File: src/rtl/uc_metronomo.sv
// -----------------------------------------------------------------------------
// uc_metronomo
//   Control unit for a rhythm session. It sequences an external period counter
//   (contador_periodo, M cycles per beat) through NUM_BATIDAS beats, emits a
//   beat pulse at the start of each period, opens a hit window for the first
//   quarter of the period and judges player hits as acerto or erro, keeping
//   session tallies for the display logic.
//
// Ports
//   clock      in   system clock, all logic on posedge
//   reset      in   synchronous active-high reset
//   iniciar    in   start / resume request (1-cycle pulse)
//   pausar     in   pause request (1-cycle pulse)
//   jogada     in   player hit (1-cycle pulse, edge-detected upstream)
//   fim_antes  in   counter flag, Q == M/4-1 (end of hit window)
//   fim_depois in   counter flag, Q == M-1 (end of period)
//   zera_per   out  counter synchronous clear
//   conta_per  out  counter enable
//   batida     out  1-cycle pulse at each beat start
//   janela     out  hit window open
//   acerto     out  1-cycle pulse, hit on time
//   erro       out  1-cycle pulse, bad hit or missed beat
//   pronto     out  session finished
//   n_batidas  out  beats emitted this session
//   n_acertos  out  acertos this session
//   n_erros    out  erros this session
//   db_estado  out  current state encoding
// -----------------------------------------------------------------------------
module uc_metronomo #(
  parameter int NUM_BATIDAS = 16,
  parameter int W           = 5
) (
  input  logic         clock,
  input  logic         reset,
  input  logic         iniciar,
  input  logic         pausar,
  input  logic         jogada,
  input  logic         fim_antes,
  input  logic         fim_depois,
  output logic         zera_per,
  output logic         conta_per,
  output logic         batida,
  output logic         janela,
  output logic         acerto,
  output logic         erro,
  output logic         pronto,
  output logic [W-1:0] n_batidas,
  output logic [W-1:0] n_acertos,
  output logic [W-1:0] n_erros,
  output logic [2:0]   db_estado
);

  localparam logic [2:0] IDLE     = 3'd0;
  localparam logic [2:0] PREPARA  = 3'd1;
  localparam logic [2:0] CONTANDO = 3'd2;
  localparam logic [2:0] PAUSADO  = 3'd3;
  localparam logic [2:0] FIM      = 3'd4;

  localparam logic [W-1:0] NB_W   = W'(NUM_BATIDAS);
  localparam logic [W-1:0] UM_W   = W'(1);
  localparam logic [W-1:0] ZERO_W = W'(0);

  logic [2:0]   estado_q, estado_d;
  logic         fase1_q, fase1_d;
  logic         ja_jogou_q, ja_jogou_d;
  logic         batida_q, batida_d;
  logic         acerto_q, acerto_d;
  logic         erro_q, erro_d;
  logic         zera_q, zera_d;
  logic         conta_q, conta_d;
  logic         janela_q, janela_d;
  logic         pronto_q, pronto_d;
  logic [W-1:0] n_batidas_q, n_batidas_d;
  logic [W-1:0] n_acertos_q, n_acertos_d;
  logic [W-1:0] n_erros_q, n_erros_d;
  logic         fim_sessao_s;

  // Next-state, judgment and tally logic.
  always_comb begin
    estado_d     = estado_q;
    fase1_d      = fase1_q;
    ja_jogou_d   = ja_jogou_q;
    batida_d     = 1'b0;
    acerto_d     = 1'b0;
    erro_d       = 1'b0;
    n_batidas_d  = n_batidas_q;
    n_acertos_d  = n_acertos_q;
    n_erros_d    = n_erros_q;
    // The session ends on the last period boundary once every beat was emitted.
    fim_sessao_s = fim_depois & (n_batidas_q == NB_W);

    case (estado_q)
      IDLE: begin
        if (iniciar) estado_d = PREPARA;
        else         estado_d = IDLE;
      end
      PREPARA: begin
        estado_d    = CONTANDO;
        batida_d    = 1'b1;
        n_batidas_d = UM_W;
        n_acertos_d = ZERO_W;
        n_erros_d   = ZERO_W;
        fase1_d     = 1'b1;
        ja_jogou_d  = 1'b0;
      end
      CONTANDO: begin
        // In CONTANDO the window is exactly fase1.
        acerto_d = jogada & fase1_q & ~ja_jogou_q;
        // A jogada at the period end is a bad hit and replaces the miss erro.
        erro_d   = (jogada & ~acerto_d) | (fim_depois & ~ja_jogou_q & ~jogada);
        if (acerto_d) n_acertos_d = n_acertos_q + UM_W;
        else          n_acertos_d = n_acertos_q;
        if (erro_d)   n_erros_d = n_erros_q + UM_W;
        else          n_erros_d = n_erros_q;

        if (fim_sessao_s) estado_d = FIM;
        else if (pausar)  estado_d = PAUSADO;
        else              estado_d = CONTANDO;

        // A new period starts on every non-final boundary, even one that pauses.
        if (fim_depois && !fim_sessao_s) begin
          batida_d    = 1'b1;
          n_batidas_d = n_batidas_q + UM_W;
          fase1_d     = 1'b1;
          ja_jogou_d  = 1'b0;
        end else begin
          if (fim_antes) fase1_d = 1'b0;
          else           fase1_d = fase1_q;
          if (jogada)    ja_jogou_d = 1'b1;
          else           ja_jogou_d = ja_jogou_q;
        end
      end
      PAUSADO: begin
        if (iniciar) estado_d = CONTANDO;
        else         estado_d = PAUSADO;
      end
      FIM: begin
        if (iniciar) estado_d = PREPARA;
        else         estado_d = FIM;
      end
      default: begin
        estado_d = IDLE;
      end
    endcase

    // Moore outputs are decoded from the next state so they can be registered.
    zera_d   = (estado_d == IDLE) | (estado_d == PREPARA);
    conta_d  = (estado_d == CONTANDO);
    janela_d = (estado_d == CONTANDO) & fase1_d;
    pronto_d = (estado_d == FIM);
  end

  // State, flag, pulse and tally registers with synchronous reset.
  always_ff @(posedge clock) begin
    if (reset) begin
      estado_q    <= IDLE;
      fase1_q     <= 1'b0;
      ja_jogou_q  <= 1'b0;
      batida_q    <= 1'b0;
      acerto_q    <= 1'b0;
      erro_q      <= 1'b0;
      zera_q      <= 1'b1;
      conta_q     <= 1'b0;
      janela_q    <= 1'b0;
      pronto_q    <= 1'b0;
      n_batidas_q <= ZERO_W;
      n_acertos_q <= ZERO_W;
      n_erros_q   <= ZERO_W;
    end else begin
      estado_q    <= estado_d;
      fase1_q     <= fase1_d;
      ja_jogou_q  <= ja_jogou_d;
      batida_q    <= batida_d;
      acerto_q    <= acerto_d;
      erro_q      <= erro_d;
      zera_q      <= zera_d;
      conta_q     <= conta_d;
      janela_q    <= janela_d;
      pronto_q    <= pronto_d;
      n_batidas_q <= n_batidas_d;
      n_acertos_q <= n_acertos_d;
      n_erros_q   <= n_erros_d;
    end
  end

  assign zera_per  = zera_q;
  assign conta_per = conta_q;
  assign batida    = batida_q;
  assign janela    = janela_q;
  assign acerto    = acerto_q;
  assign erro      = erro_q;
  assign pronto    = pronto_q;
  assign n_batidas = n_batidas_q;
  assign n_acertos = n_acertos_q;
  assign n_erros   = n_erros_q;
  assign db_estado = estado_q;

endmodule
File: config.mk
export PLATFORM = sky130hd
export DESIGN_NAME = uc_metronomo
export DESIGN_NICKNAME = d
export VERILOG_FILES = /design/src/rtl/uc_metronomo.sv
export SDC_FILE = /design/constraint.sdc
export NUM_CORES = 1
export LEC_CHECK = 0
export CAP_MARGIN = 20
export CORE_AREA = 5 5 66 68
export CTS_CLUSTER_DIAMETER = 100
export DETAILED_ROUTE_END_ITERATION = 16
export DIE_AREA = 0 0 71 73
export GPL_ROUTABILITY_DRIVEN = 0
export MAX_ROUTING_LAYER = met4
export PLACE_DENSITY_LB_ADDON = 0.2
export SYNTH_ARGS = -nofsm -noshare
export SYNTH_HDL_FRONTEND = slang
export SYNTH_SLANG_ARGS = --single-unit
File: constraint.sdc
create_clock -name clock -period 1.61 [get_ports clock]
set_input_delay 0.322 -clock clock [delete_from_list [all_inputs] [get_ports clock]]
set_output_delay 0.322 -clock clock [all_outputs]
set_load 0.005 [all_outputs]
=== Yosys cells after proc, flatten, opt, wreduce, memory -nomap -nowiden ===
Cells that the tools add are included.

* Add/subtract/negate cells: 3
* Eq/ne operators: 12
* Multiplexer cells: 20
* Bitwise logic cells: 13
* Reductions and logical operators: 10

{| class="wikitable"
|+ Operators by type and width
! cell !! number
|-
| $pmux 5 s2 || 3
|-
| $add 5x1->5 const B || 3
|-
| $mux 5 || 3
|-
| $pmux 3 s5 || 1
|-
| $eq 3x2->1 const B || 3
|-
| $mux 1 || 8
|-
| $reduce_and 2->1 || 4
|-
| $and 1x1->1 || 7
|-
| $eq 3x1->1 const B || 2
|-
| $eq 3x3->1 const B || 2
|-
| $logic_not 3->1 || 2
|-
| $mux 3 || 2
|-
| $ne 2x2->1 const B || 3
|-
| $pmux 1 s2 || 3
|-
| $eq 5x5->1 const B || 1
|-
| $not 1->1 || 4
|-
| $ne 3x3->1 const B || 1
|-
| $or 1x1->1 || 2
|-
| $reduce_bool 2->1 || 1
|-
| $reduce_or 2->1 || 1
|-
| $logic_and 1x1->1 || 1
|-
| $logic_not 1->1 || 1
|}

* Register bits: 27
* Bits of input ports: 7
* Output and inout port bits: 25
* Logic and storage cells: 71

=== Depth between registers and ports, before layout ===
Gate-level depths: netlist of run 1.

* Word-level depth: 7
* Gate-level depth with buffers: 6
* Depth with buffers taken out: 6

=== Worst setup path before layout of run 1 ===
Ideal clock, no wire load.

* Kind: flip-flop to flip-flop
* Start point: register estado_q[1], in the netlist db_estado[1]
* End point: register n_erros_q[3], in the netlist n_erros[3]
* Library setup time: 0.066 ns
* Arrival time: 1.449 ns
* Required time: 1.544 ns
* Path slack: 0.095 ns
* Stages on the path, launching flop included: 5
* Buffers on the path: 1
* Clock period less this slack: 1.515 ns
* Cell sequence: dfxtp_1 > or3b_1 > buf_2 > or4_4 > a21oi_2

* Longest elaborated chain between the ends: 3
* Elaborated cells between the ends (all ways): 6
* Those cells by class: 3 x eq/ne; 1 x mux; 2 x reduce/logical

{| class="wikitable"
|+ RTL lines
! item !! line !! source
|-
| from (decl) || 63 || <nowiki>logic [2:0] estado_q, estado_d;</nowiki>
|-
| from (signal assigned) || 170 || <nowiki>estado_q <= estado_d;</nowiki>
|-
| $eq 3x2->1 or $eq 3x1->1 (tied branches) || 92 || <nowiki>case (estado_q)</nowiki>
|-
| $ne 2x2->1 (no source line) or $reduce_bool 2->1 (tied branches) || - ||
|-
| $reduce_and 2->1 (no source line) || - ||
|-
| to (signal assigned) || 182 || <nowiki>n_erros_q <= n_erros_d;</nowiki>
|-
| to (decl) || 75 || <nowiki>logic [W-1:0] n_erros_q, n_erros_d;</nowiki>
|}

Parallel ways exist; a longest one is shown, timed or not.
A chain may end at the register's enable or synchronous reset.

=== Worst setup path after layout of run 1 ===
* Start point: register n_batidas_q[0], in the netlist n_batidas[0]
* End point: output n_batidas[0]

{| class="wikitable"
|+ RTL lines
! item !! line !! source
|-
| from (decl) || 73 || <nowiki>logic [W-1:0] n_batidas_q, n_batidas_d;</nowiki>
|-
| from (signal assigned) || 180 || <nowiki>n_batidas_q <= n_batidas_d;</nowiki>
|-
| to (decl) || 47 || <nowiki>output logic [W-1:0] n_batidas,</nowiki>
|}

No word-level cell between the ends.

==> results.cfg, run 1 <==
[run_status]
status = completed

[synthesis]
synth-edff-count = 0
netlist_area_sq_um = 1250
yosysWarnings = 0
synth_ff_type = dfxtp_1
synthCells = 139
yosysUniqueCellTypes = 36
synth_nets = 150
avgSynthCellArea_sq_um = 8.97
ys_seq_elements = 27
ys_seq_area_share_pct = 43.4
async_flop_share_pct = 0

[cts]
clk_pin_slew_ns = 0.09
numCtsBuffers = 3
root_buffer = clkbuf_8
cts_tree = yes
hold_buffers = 0
clock_latency_ns = 0.27
cts.path.max_buffers = 2
cts.htree.levels = 1
clkSinkCount = 27

[route]
drc = 0
wire_per_inst_microns = 12.9
totalWireLength_mm = 3.07
ant_nets = 0
drtIter0Drc = 35
vias = 1157
viasPerCell = 4.86
firstDrtPassIters = 4

[grt]
gr-total-overflow = 0
antenna_found_initial = 0
grt_pass1_wl_mm = 5.22
grt_max_degree = 16
grtUsageTotal_pct = 12.8
grt_pass1_vias = 1151

[pwr]
powerDensity_nw_per_um2 = 733
ir_worst_vdd_v = 0.000319
p_leak_nw = 0.727
finalPower_mw = 1.36

[timing]
worst_pin_slew_ns = 0.264
max_freq_mhz = 645
rsz0062_at_grt = no
slew_viol_final = 0
finalSetupViolations = 0
period_needed_ns = 1.55
worst_slack_ns = 0.0600
setup_tns_ns = 0
finalCritPeriodShare_pct = 96.3
slew_headroom_pct = 82.2
skew_ns = 0.00302
hold_viol = 0

[worst_setup_path]
cp.depth = 2
r2r_end = n_erros[3]
critical-path-top-delay-family = buffers and inverters
path_cells = buf_4, clkdlybuf4s50_1
cpPeakStageDelay_ns = 0.50
path_class = register to output port
crit_slowest_cell = clkdlybuf4s50_1
cp-startpoint = n_batidas[0]
endpoint = n_batidas[0]
crit_arrival_ns = 1.23
startpoint_type = register
regToRegSetupSlack_ns = 0.11
r2r_start = db_estado[1]
critical_path_buf_inv_count = 2
end_kind = output port
critPathMaxFanout = 4
required_ns = 1.29
reg2reg_depth = 3

[cells_and_area]
drive_gt1_share_pct = 23.4
multi_input_area_sq_um = 667
ff_latch_area_sq_um = 551
nets = 200
area_growth_pct = 49.2
final_area_sq_um = 1860
final_cell_mix = 27 x clkdlybuf4s50_1, 21 x dfxtp_1, 21 x buf_4
fin_cells = 238
layout_commonest_cell = clkdlybuf4s50_1
antenna_cells = 0
nFillCells = 378

[run]
max_cap_violations = 0

[placement]
dp_hpwl_mm = 2.39
portBuffers = 31
post_dp_cell_area_sq_um = 1780
numPlacedInstances = 234
dp_slack_ns = -0.270

[floorplan]
die_w_microns = 71
die_h_microns = 73
start_util_pct = 32.8
die_area_sq_um = 5180
core_sq_um = 3800
core.rowCount = 23
io_pins = 32

[hold_path]
hold_class = register to register
-- how the worst min path moves through the flow --
| stage | to | slack [ns] | from | cells past startpoint |
|---|---|---|---|---|
| 6_report | n_acertos[4] | 0.48 | n_acertos[4] | 2 |
| 3_5_place_dp | n_acertos[4] | 0.46 | n_acertos[4] | 2 |
| 4_1_cts | n_acertos[4] | 0.48 | n_acertos[4] | 2 |
| 3_3_place_gp | n_acertos[4] | 0.46 | n_acertos[4] | 2 |
| 2_1_floorplan | n_acertos[4] | 0.46 | n_acertos[4] | 2 |
| 5_1_grt | n_batidas[0] | 0.51 | n_batidas[0] | 2 |
-- worst reg2reg max path, stage by stage (launching register included) --
cell and delay [ns]:
dfxtp_2 0.37, or3b_4 0.42, or4_4 0.53, a21oi_2 0.14
-- metrics by stage --
stage / utilization [%] / hold slack [ns]
2_1_floorplan: - / 0.460
3_3_place_gp: 46.8 / 0.457
3_5_place_dp: 46.8 / 0.464
4_1_cts: 48.1 / 0.480
5_1_grt: 48.9 / 0.513
6_report: 48.9 / 0.478
-- cell families after synthesis --
group / share of synthesized area (%)
simple gates: 28.6
flops: 43.4
compound gates: 14.2
buf+inv: 4.72
xor+xnor: 3.51
fa+ha+maj: 4.02
mux: 1.61
-- sequential cells by signal, indices dropped and copies added (netlist names) --
register / count
conta_per: 1
n_acertos: 5
pronto: 1
acerto: 1
n_erros: 5
janela: 1
erro: 1
zera_per: 1
n_batidas: 5
fase1_q: 1
db_estado: 3
ja_jogou_q: 1
batida: 1
-- Yosys cell counts, drive strengths merged (3+ instances only) --
cell	instances	share of area, %
a21oi	12	5.4
buf	4	1.6
clkbuf	5	1.6
dfxtp	27	43
ha	4	4.0
inv	5	1.5
nand2	5	1.5
nand2b	3	1.5
nand3	5	2.0
nor2	17	5.1
nor3	8	3.2
nor3b	4	2.4
o211ai	3	1.8
o31ai	3	1.8
or3	3	1.5
or4	3	2.4
xor2	3	2.1
-- layout make-up --
type	instances	share of cell area (%)
Multi-Input combinational cell	98	35.9
Inverter	5	1.01
Clock buffer	3	2.22
Clock inverter	1	0.269
Tap cell	50	3.36
Timing Repair Buffer	54	27.7
Sequential cell	27	29.6
-- per-layer routing --
metal | up-vias | wire, microns | GRT usage [%]
li1 | 591 | - | -
met1 | 538 | 1450 | 16.1
met2 | 24 | 1460 | 20.7
met3 | 4 | 111 | 2.34
met4 | 0 | 45 | 4.59
met5 | - | 0 | -
-- power breakdown --
group | internal [mW] | switching [mW] | leakage (nW) | total, mW
registers | 0.692 | 0.0171 | 0.222 | 0.709
clock network | 0.173 | 0.212 | 0.0255 | 0.386
logic | 0.148 | 0.119 | 0.480 | 0.267
-- repair_timing --
| action | CTS | global route |
|---|---|---|
| setup endpoints to repair | 3 | 13 |
| buffers inserted | 0 | 0 |
| resized for setup | 4 | 12 |
Power figures use the tool's default switching activity.
==> run 2: changes to the inputs <==
CORE_AREA = 5 5 63 71   (was 5 5 66 68)
DIE_AREA = 0 0 68 76   (was 0 0 71 73)
==> run 2 against run 1 <==
Total power decreased by 1.1%. Critical path depth did not move. Core utilization is 0.15 points lower. Clock skew up 0.0020 ns. Final cell count up 0.42%. Register-to-register slack hardly changed. Critical path type unchanged. Critical endpoint is now db_estado[2]. Largest cell class unchanged. Largest power group unchanged.
==> results.cfg, run 2 (synthesis gave the netlist of run 1 again) <==
[cells_and_area]
final_cell_mix = 29 x clkdlybuf4s50_1, 20 x dfxtp_1, 19 x buf_4
final_area_sq_um = 1830
nets = 199
antenna_cells = 0
area_growth_pct = 47.0
fin_util_pct = 48.8
drive_gt1_share_pct = 23.0
layout_commonest_cell = clkdlybuf4s50_1

[pwr]
ir_worst_vdd_v = 0.000366
clock_power_share_pct = 28.8
intPower_mw = 1.00
p_sw_uw = 348
pwr-share-seq_pct = 52.5
p_leak_nw = 0.702
powerDensity_nw_per_um2 = 736
pwr-share-comb_pct = 18.7
swShare_pct = 25.8
finalPower_mw = 1.35

[cts]
root_buffer = clkbuf_8
cts_tree = yes
clock_latency_ns = 0.27
numCtsBuffers = 3
clk_pin_slew_ns = 0.10
cts.path.max_buffers = 2
clkSinkCount = 27
cts.htree.levels = 1

[worst_setup_path]
r2r_start = db_estado[2]
reg2reg_depth = 4
path_cells = buf_6, clkdlybuf4s50_1
crit_arrival_ns = 1.24
cp-startpoint = db_estado[2]
regToRegSetupSlack_ns = 0.11
cpPeakStageDelay_ns = 0.50
crit_slowest_cell = clkdlybuf4s50_1
critical-path-top-delay-family = buffers and inverters
startpoint_type = register
r2r_end = n_erros[0]
cp.depth = 2
end_kind = output port
required_ns = 1.29
critical_path_buf_inv_count = 2
critPathMaxFanout = 8
path_class = register to output port
endpoint = db_estado[2]

[timing]
worst_pin_slew_ns = 0.297
slew_headroom_pct = 80.1
slew_viol_final = 0
skew_ns = 0.00499
hold_viol = 0
finalCritPeriodShare_pct = 96.7
period_needed_ns = 1.56
finalSetupViolations = 0
max_freq_mhz = 642
setup_tns_ns = 0

[route]
met2_wirelength_mm = 1.58
wire_per_inst_microns = 13.4
dr_wl_met3_microns = 105
vias = 1188
met1_length_mm = 1.47
drc = 0
topRoutingLayerUsed = met4
viasPerCell = 4.97
firstDrtPassIters = 4
drtIter0Drc = 27
ant_nets = 0
totalWireLength_mm = 3.20

[placement]
portBuffers = 31
dp_hpwl_mm = 2.43
post_dp_cell_area_sq_um = 1720

[grt]
grt_max_degree = 16
grt_pass1_vias = 1215
antenna_found_initial = 0
grt_pass1_wl_mm = 5.44
gr-total-overflow = 0
grtUsageTotal_pct = 13.6

[run_status]
status = completed

[floorplan]
start_util_pct = 33.2
core_sq_um = 3750
die_h_microns = 76
die_area_sq_um = 5170
die_w_microns = 68
core.rowCount = 24
io_pins = 32

[hold_path]
hold_class = register to register

[run]
max_cap_violations = 0
-- run 2: changes by cell type in the layout (fill, tap and decap cells not counted), moves of 2 or more --
cell,before,now
buf_12,2,0
clkdlybuf4s50_1,27,29
dfxtp_2,5,7
buf_4,21,19
buf_6,0,3
-- run 2: how the worst min path moves through the flow --
| stage | depth (start not counted) | start | slack (ns) | end |
|---|---|---|---|---|
| after floorplan | 2 | n_acertos[4] | 0.46 | n_acertos[4] |
| after global placement | 2 | n_acertos[4] | 0.46 | n_acertos[4] |
| after detailed placement | 2 | n_acertos[4] | 0.46 | n_acertos[4] |
| after CTS | 2 | n_acertos[4] | 0.48 | n_acertos[4] |
| after global routing | 2 | n_acertos[4] | 0.49 | n_acertos[4] |
| final | 2 | n_acertos[4] | 0.48 | n_acertos[4] |
-- run 2: cell type report --
type / instances / area, sq um
well taps: 52 / 65.1
inverters: 5 / 18.8
repair buffers: 53 / 492
fillers: 368 / 1920
clock inverters: 1 / 5.00
clock buffers: 3 / 41.3
multi-input cells: 98 / 661
flip-flops and latches: 27 / 549
-- run 2: power groups by stage --
stage	logic, mW	registers (mW)	clock network, mW
after floorplan	0.113	0.723	0
after global placement	0.243	0.719	0
after detailed placement	0.245	0.720	0
after CTS	0.249	0.706	0.406
after global routing	0.279	0.713	0.426
final	0.252	0.708	0.388
-- run 2: what timing repair did --
item | in CTS | in global routing
setup endpoints to repair | 3 | 13
cloned | 0 | 0
hold buffers | 0 | 0
setup buffers | 0 | 3
resized for setup | 5 | 11
-- run 2: per-layer routing --
metal	GRT usage [%]	vias to the layer above
met2	22.5	24
met4	4.97	0
met3	1.92	4
met5	-	-
li1	-	594
met1	16.3	566
-- run 2: stage by stage --
step           instances  setup WS (ns)  hold WS (ns)
3_3_place_gp         232         -0.232         0.456
2_1_floorplan        139         0.0948         0.460
6_report             239         0.0524         0.475
5_1_grt              239        -0.0146         0.495
4_1_cts              236        0.00289         0.477
3_5_place_dp         232         -0.246         0.462
-- run 2: worst register-to-register path: cells and delay by family (launching register included) --
| kind | cells | cell delay, ns |
|---|---|---|
| AND/OR/NAND/NOR | 2 | 0.77 |
| buffers and inverters | 1 | 0.19 |
| AO/OA/AOI/OAI | 1 | 0.13 |
| flip-flops | 1 | 0.34 |
==> run 3: changes to the inputs <==
PLACE_DENSITY_LB_ADDON = 0.05   (was 0.2)
SETUP_SLACK_MARGIN = 0.3   (was unset)
==> run 3 against run 2 <==
Non-clock buffer count increased by 33. Critical endpoint is now n_erros[2]. Clock power about the same. Total power rose by 10%. Design area is 30% higher. Critical path depth up 1. Highest routed layer unchanged. Global-route usage increased by 2.5 points.
==> results.cfg, run 3 (synthesis gave the netlist of run 1 again) <==
[floorplan]
start_util_pct = 33.2
die_area_sq_um = 5170
die_h_microns = 76
core.rowCount = 24
io_pins = 32
die_w_microns = 68
core_sq_um = 3750

[cts]
root_buffer = clkbuf_8
hold_buffers = 0
clk_pin_slew_ns = 0.09
cts.path.max_buffers = 2
cts.htree.levels = 1
numCtsBuffers = 3
clkSinkCount = 27
clock_latency_ns = 0.27
cts_tree = yes

[timing]
rsz0062_at_grt = yes
hold_viol = 0
finalCritPeriodShare_pct = 91.6
finalSetupViolations = 0
period_needed_ns = 1.48
slew_headroom_pct = 77.1
hold_ws_ns = 0.464
skew_ns = 0.00475
worst_pin_slew_ns = 0.343
max_freq_mhz = 678
slew_viol_final = 0

[grt]
gr-total-overflow = 0
grt_max_degree = 15
grt_pass1_vias = 1371
grt_pass1_wl_mm = 6.31
antenna_found_initial = 0
grtUsageTotal_pct = 16.1

[cells_and_area]
antenna_cells = 0
nets = 233
layout_commonest_cell = buf_4
fin_cells = 273
drive_gt1_share_pct = 57.0
area_growth_pct = 91.7
final_cell_mix = 36 x buf_4, 22 x dlygate4sd2_1, 20 x buf_6

[route]
totalWireLength_mm = 3.94
wire_per_inst_microns = 14.4
firstDrtPassIters = 4
viasPerCell = 4.97
vias = 1357
drtIter0Drc = 66
ant_nets = 0
drc = 0

[worst_setup_path]
crit_arrival_ns = 1.68
end_kind = register
startpoint_type = register
cp-startpoint = db_estado[1]
required_ns = 1.81
critPathMaxFanout = 5
reg2reg_depth = 3
path_class = register to register
r2r_start = db_estado[1]

[placement]
dp_hpwl_mm = 2.40
portBuffers = 31
numPlacedInstances = 228

[pwr]
finalPower_mw = 1.49
powerDensity_nw_per_um2 = 623
p_leak_nw = 1.03
ir_worst_vdd_v = 0.000340

[run]
max_cap_violations = 0

[hold_path]
whs_path_depth = 2
hold_class = register to register
min-delay-start = n_acertos[4]

[run_status]
status = completed
## run 3: cell types whose count changed in the layout (fill, tap and decap cells not counted), sizes merged
cell	delta
clkdlybuf4s50	-25
dlygate4sd2	+22
buf	+35
clkdlybuf4s15	+1
clkbuf	+3
or3b	+1
dlymetal6s2s	-2
clkinv	-1
## run 3: critical path, cell delays in order (launching register included)
cell and delay, ns:
dfxtp_2 0.36, or3b_4 0.42, or4_4 0.50, a21oi_2 0.13
## run 3: power breakdown
part           internal (mW)  switching (mW)  total, mW
clock                  0.177           0.210      0.387
sequential             0.690          0.0175      0.707
combinational          0.217           0.177      0.394
total                   1.08           0.404       1.49
## run 3: area by class of cell
type | count | area (sq um)
inverters | 5 | 21.3
well taps | 52 | 65.1
fillers | 328 | 1370
flip-flops and latches | 27 | 571
multi-input cells | 99 | 923
clock buffers | 4 | 45.0
repair buffers | 86 | 763
## run 3: path summary, 6_finish.rpt
path / endpoint / slack [ns]
worst max register to register: n_erros[2] / 0.13
worst min-delay path: n_acertos[4] / 0.46
worst max-delay path: n_erros[2] / 0.13
worst min register to register: n_acertos[4] / 0.46
## run 3: per-stage QoR
stage               setup slack, ns  TNS (ns)  instance area [sq um]  util [%]
floorplan                     0.173         0                   1300         -
global placement             -0.282     -1.95                   1730      46.2
detailed placement           -0.308     -2.60                   1730      46.2
CTS                           0.131         0                   2210      59.0
global route                 0.0854         0                   2390      63.6
finish                        0.134         0                   2390      63.6
## run 3: metal layers
metal | vias up | global-route usage (%) | part of all wire (%)
met4 | 0 | 4.57 | 1.7
met2 | 25 | 27.9 | 53
met1 | 657 | 18.2 | 42
met3 | 8 | 3.10 | 3.2
met5 | - | - | 0
li1 | 667 | - | -
## run 3: what timing repair did
item                                    CTS  global route
pin swaps                                31            25
setup buffers                            32             7
endpoints found under the setup margin   49            28
gates resized for setup                  95            30
gates cloned                              2             0
